## src/rtl/fetch_pkg.sv

```systemverilog
// Shared types and constants for the instruction fetch front end.
package fetch_pkg;

    typedef struct packed {
        logic [31:0] pc;
        logic [31:0] instr;
    } fetch_entry_t;

    localparam logic [31:0] INSTR_BYTES = 32'd4;
    localparam logic [31:0] NOP_INSTR   = 32'h0000_0013;

endpackage

```

## src/rtl/fetch_fifo.sv

```systemverilog
// Synchronous FIFO of fetch_entry_t with flush; head is read combinationally.
module fetch_fifo
    import fetch_pkg::*;
#(
    parameter int DEPTH = 2
) (
    input  logic                       clk,
    input  logic                       rst_n,
    input  logic                       flush,
    input  logic                       push,
    input  fetch_entry_t               push_data,
    input  logic                       pop,
    output fetch_entry_t               pop_data,
    output logic [$clog2(DEPTH+1)-1:0] count
);

    localparam int CW = $clog2(DEPTH + 1);
    localparam int PW = $clog2(DEPTH);

    fetch_entry_t  mem [DEPTH];
    logic [PW-1:0] rd_ptr;
    logic [PW-1:0] wr_ptr;
    logic          do_push;
    logic          do_pop;

    // A push into a full FIFO is only legal when the head leaves in the same cycle.
    assign do_pop   = pop & (count != '0);
    assign do_push  = push & ((count < CW'(DEPTH)) | do_pop);
    assign pop_data = mem[rd_ptr];

    always_ff @(posedge clk or negedge rst_n) begin
        if (!rst_n) begin
            rd_ptr <= '0;
            wr_ptr <= '0;
            count  <= '0;
        end else if (flush) begin
            rd_ptr <= '0;
            wr_ptr <= '0;
            count  <= '0;
        end else begin
            if (do_push)
                wr_ptr <= (wr_ptr == PW'(DEPTH - 1)) ? '0 : wr_ptr + 1'b1;
            if (do_pop)
                rd_ptr <= (rd_ptr == PW'(DEPTH - 1)) ? '0 : rd_ptr + 1'b1;
            if (do_push && !do_pop)
                count <= count + 1'b1;
            else if (do_pop && !do_push)
                count <= count - 1'b1;
        end
    end

    always_ff @(posedge clk) begin
        if (do_push && !flush)
            mem[wr_ptr] <= push_data;
    end

endmodule

```

## src/rtl/fetch_unit.sv

```systemverilog
// Fetch PC, enqueue/redirect/fault control and the {pc, instr} buffer toward decode.
module fetch_unit
    import fetch_pkg::*;
#(
    parameter logic [31:0] RESET_PC = 32'h0000_0000,
    parameter int          DEPTH    = 2
) (
    input  logic        clk,
    input  logic        rst_n,
    output logic [31:0] imem_pc,
    input  logic [31:0] imem_instr,
    input  logic        redirect_valid,
    input  logic [31:0] redirect_pc,
    output logic        out_valid,
    input  logic        out_ready,
    output logic [31:0] out_pc,
    output logic [31:0] out_instr,
    output logic        fault
);

    localparam int CW = $clog2(DEPTH + 1);

    logic [31:0]   fpc;
    logic          primed;
    logic          deq;
    logic          enq;
    logic [CW-1:0] count;
    fetch_entry_t  head;
    fetch_entry_t  new_entry;

    // Handshake: a pair transfers on a rising edge where out_valid and out_ready
    // are both high; out_pc/out_instr hold while out_valid is high and out_ready low.
    assign out_valid = (count != '0) & !fault;
    assign deq       = out_valid & out_ready;
    assign enq       = !fault & !redirect_valid & ((count < CW'(DEPTH)) | deq);
    assign new_entry = '{pc: fpc, instr: imem_instr};
    assign imem_pc   = fpc;

    fetch_fifo #(.DEPTH(DEPTH)) u_fifo (
        .clk       (clk),
        .rst_n     (rst_n),
        .flush     (redirect_valid),
        .push      (enq),
        .push_data (new_entry),
        .pop       (deq),
        .pop_data  (head),
        .count     (count)
    );

    always_ff @(posedge clk or negedge rst_n) begin
        if (!rst_n) begin
            fpc    <= RESET_PC;
            fault  <= 1'b0;
            primed <= 1'b0;
        end else if (redirect_valid) begin
            fpc   <= {redirect_pc[31:2], 2'b00};
            fault <= (redirect_pc[1:0] != 2'b00);
        end else if (enq) begin
            fpc    <= fpc + INSTR_BYTES;
            primed <= 1'b1;
        end
    end

    // Empty outputs read zero straight out of reset, NOP once fetch has run.
    assign out_pc    = out_valid ? head.pc : 32'h0;
    assign out_instr = out_valid ? head.instr : (primed ? NOP_INSTR : 32'h0);

endmodule

```

## config.mk

```make
export PLATFORM = sky130hd
export DESIGN_NAME = fetch_unit
export DESIGN_NICKNAME = d
export VERILOG_FILES = /design/src/rtl/fetch_pkg.sv /design/src/rtl/fetch_fifo.sv /design/src/rtl/fetch_unit.sv
export SDC_FILE = /design/constraint.sdc
export NUM_CORES = 1
export LEC_CHECK = 0
export ABC_CLOCK_PERIOD_IN_PS = 7000
export BUFFER_PORTS_ARGS = -buffer_cell sky130_fd_sc_hd__buf_2
export CAP_MARGIN = 20
export CORE_MARGIN = 8
export CORE_UTILIZATION = 48
export CTS_BUF_LIST = sky130_fd_sc_hd__clkbuf_16
export DETAILED_ROUTE_END_ITERATION = 8
export MAX_ROUTING_LAYER = met4
export PLACE_DENSITY = 0.76
export SLEW_MARGIN = 20
export SYNTH_ARGS = -nofsm -noshare
export SYNTH_HDL_FRONTEND = slang
export SYNTH_SLANG_ARGS = --single-unit
```

## constraint.sdc

```tcl
create_clock -name clk -period 7 [get_ports clk]
set_input_delay 0.35 -clock clk [delete_from_list [all_inputs] [get_ports clk]]
set_output_delay 0.35 -clock clk [all_outputs]
set_load 0.05 [all_outputs]
```

==> out/results.ini <==
[clocking]
post_cts_resize_count = 0
clk_pin_slew_ns = 0.07
insertion_delay_ns = 0.43
clock-root-buffer = sky130_fd_sc_hd__clkbuf_16
tritoncts_num_sinks = 160
clock_tree.htree_level_count = 4
cts_made_buffers = 17
clock_path_buffers = 2
cts_post_setup_buffers_inserted = 0
cts.hold.buffers_added = 0
tritoncts = yes

[cells_and_area]
n_fill_cell = 1110
most-common-layout-cells = 161 x sky130_fd_sc_hd__buf_2, 124 x sky130_fd_sc_hd__edfxtp_1, 77 x sky130_fd_sc_hd__nor2_1
sequential_cell_area_um2 = 4628
nets = 745
layout.cells.non_filler = 871
layout-area-overhead-vs-synth_pct = 22.87
drive_above_1_share_pct = 29.75
multi_input_area_um2 = 2090
fin_area_um2 = 8411
most_common_cell_after_layout_fill_and_taps_aside = sky130_fd_sc_hd__buf_2

[timing]
rsz_0062_raised_after_global_routing = false
fin_ws_ns = 3.884
setup_total_negative_slack_ns = 0
finalCritPeriodShare_pct = 44.51
maxSlewViolCount = 0
max_slew.worst_pin.slew_ns = 1.097
finalSetupViolCount = 0
max_freq_ghz = 0.3209
fin_crit_period_ns = 3.116
finalClockSkew_ns = 0.01274
maxSlewHeadroom_pct = 26.89
final_hold_viol_count = 0

[global_routing]
grt.overflow.total = 0
antenna_found_initial = 2
grt_max_degree = 64
via_count_of_the_first_global_routing_pass = 4822
global_route.usage.total_pct = 18.14
first_pass_grt_wire_length_mm = 25.00

[yosys]
post_synth.cell_area_avg_um2 = 13.14
seq_area_frac_synth_pct = 67.56
mappedNetlistArea_um2 = 6845
post_synthesis_cell_count = 521
yosysWarnings = 0
share_of_synthesized_flip_flops_with_an_asynchronous_set_or_reset_pct = 22.50
prevailing_post_synth_register_cell = sky130_fd_sc_hd__edfxtp_1
number_of_enable_type_register_cells_in_the_synthesized_netlist = 124
yosysUniqueCellTypes = 40
flip_flop_and_latch_count_after_synthesis = 160

[placement]
post-dp-hpwl_mm = 10.98
gp_congestion = 0.8550
place.port_buffers = 161
dp.cells = 837
pre_cts_ws_ns = 4.323
placed_cell_area_um2 = 7809

[setup_path]
path_delay_family = buffers and inverters
crit_path_max_fanout = 31
worstPathRequired_ns = 6.65
cpMaxStageDelayCell = sky130_fd_sc_hd__dfrtp_1
cp-end-kind = primary output
critical-path-max-stage-delay_ns = 0.59
timing.critical_path.arrival_ns = 2.77
setup.worst_path.start_class = flop
worst_path_most_repeated_cell = sky130_fd_sc_hd__inv_1
path_buf_inv = 4
path_cells = inv_1 > o21ai_4 > buf_4 > inv_1 > nor2_1 > a21oi_1 > buf_2
criticalPathCategory = reg2out

[power_and_ir_drop]
vdd.ir_drop.worst_uv = 183.9
post-layout-total-power_mw = 2.419
static-leakage-power_nw = 3.183
p_per_area_nw_per_um2 = 287.6

[hold_path]
hold_class = in2async

[outcome]
run_status = completed

[floorplanning]
placeableCoreArea_um2 = 13930
dieWidth_um = 135.4
placement_rows = 43
dieHeight_um = 135.4
floorplan.initialDensity_pct = 49.12
area_enclosed_by_the_die_boundary_um2 = 18340
ios = 166

[detailed_routing]
post_detailed_route_count_of_antenna_violating_nets = 0
via_per_inst = 5.451
routed_via_count = 4748
detail_route.wl_per_cell_um = 18.18
total_drc_errors_in_the_routed_layout = 0
drtPass1Iterations = 5
dr_iter_0_viols = 305
routed_wirelength_mm = 15.84

[flow_run]
max-cap-violations = 0

==> sequential cells by signal (all words and copies together) (netlist names) <==
name,flops
u_fifo.wr_ptr,1
u_fifo.mem,124
u_fifo.count,2
primed,1
imem_pc,30
fault,1
u_fifo.rd_ptr,1
==> kinds of logic (layout without fill, tap and decap cells) <==
kind of cell	after synthesis	after routing	share of synthesized area [%]
buf+inv	39	204	2.486
fa+ha+maj	1	1	0.1828
simple gates	192	192	13.85
compound gates	55	55	5.374
flops	160	160	67.56
other cells	1	6	0.05478
mux	63	63	9.212
xor+xnor	10	10	1.279
==> synth_stat cells (2+ instances only) <==
cell / number / area [µm²]
sky130_fd_sc_hd__clkbuf_1: 25 / 93.84
sky130_fd_sc_hd__nor4_1: 5 / 31.28
sky130_fd_sc_hd__a31oi_1: 8 / 50.05
sky130_fd_sc_hd__nand4_1: 9 / 56.30
sky130_fd_sc_hd__nand2_1: 33 / 123.9
sky130_fd_sc_hd__buf_4: 4 / 30.03
sky130_fd_sc_hd__o21ai_0: 14 / 70.07
sky130_fd_sc_hd__xnor2_1: 6 / 52.55
sky130_fd_sc_hd__or4_1: 18 / 135.1
sky130_fd_sc_hd__and3_1: 3 / 18.77
sky130_fd_sc_hd__a22oi_1: 2 / 15.01
sky130_fd_sc_hd__or4b_1: 2 / 20.02
sky130_fd_sc_hd__nor2b_1: 7 / 43.79
sky130_fd_sc_hd__buf_1: 2 / 7.510
sky130_fd_sc_hd__inv_1: 6 / 22.52
sky130_fd_sc_hd__o211ai_1: 11 / 82.58
sky130_fd_sc_hd__nand3_1: 19 / 95.09
sky130_fd_sc_hd__a21oi_1: 4 / 20.02
sky130_fd_sc_hd__dfrtp_1: 36 / 900.9
sky130_fd_sc_hd__o41ai_1: 5 / 43.79
sky130_fd_sc_hd__edfxtp_1: 124 / 3724
sky130_fd_sc_hd__or3_1: 5 / 31.28
sky130_fd_sc_hd__xor2_1: 4 / 35.03
sky130_fd_sc_hd__and4_1: 4 / 35.03
sky130_fd_sc_hd__or2_2: 6 / 37.54
sky130_fd_sc_hd__mux2i_1: 63 / 630.6
sky130_fd_sc_hd__o31ai_1: 7 / 52.55
sky130_fd_sc_hd__nor2_1: 77 / 289.0
==> cell type report <==
class                      instances  area share, %
antenna                            2        0.05951
sequential                       160          55.03
multi-input combinational        325          24.84
timing repair buffer             166          10.03
inverter                           6         0.2678
tap                              180          2.678
clock inverter                    15          2.038
clock buffer                      17          5.058
==> per-layer routing <==
| layer | track usage [%] | wire length (µm) | part of all wire (%) | up-vias |
|---|---|---|---|---|
| li1 | - | - | - | 2264 |
| met1 | 21.49 | 6614 | 42 | 2285 |
| met2 | 28.86 | 7929 | 50 | 179 |
| met3 | 5.527 | 1058 | 6.7 | 20 |
| met4 | 6.416 | 235 | 1.5 | 0 |
| met5 | - | 0 | 0 | - |
==> power by group <==
group	total (mW)	switching [mW]	internal, mW	leakage [nW]
sequential	1.16	0.0611	1.09	1.56
clock	0.920	0.362	0.558	0.287
combinational	0.344	0.251	0.0932	1.33
total	2.42	0.674	1.75	3.18
==> worst paths after layout <==
path / start / endpoint / slack, ns / cells after the start
worst max-delay path: fault / out_instr[1] / 3.88 / 7
min in group clk: imem_instr[28] / u_fifo.mem[0][28] / 0.11 / 1
worst max register to register: u_fifo.count[1] / u_fifo.mem[1][61] / 4.50 / 4
worst min register to register: imem_pc[31] / u_fifo.mem[0][63] / 0.55 / 0
max in group asynchronous: rst_n / u_fifo.rd_ptr / 6.34 / 1
worst min-delay path: rst_n / imem_pc[5] / 0.02 / 1
==> metrics by stage <==
step / hold WS [ns] / util, %
after floorplan: 0.05441 / -
after global routing: 0.07783 / 60.36
final: 0.01788 / 60.36
after CTS: 0.03634 / 60.32
after detailed placement: 0.5001 / 56.04
after global placement: 0.4888 / 56.04
(Power assumes the default switching activity.)
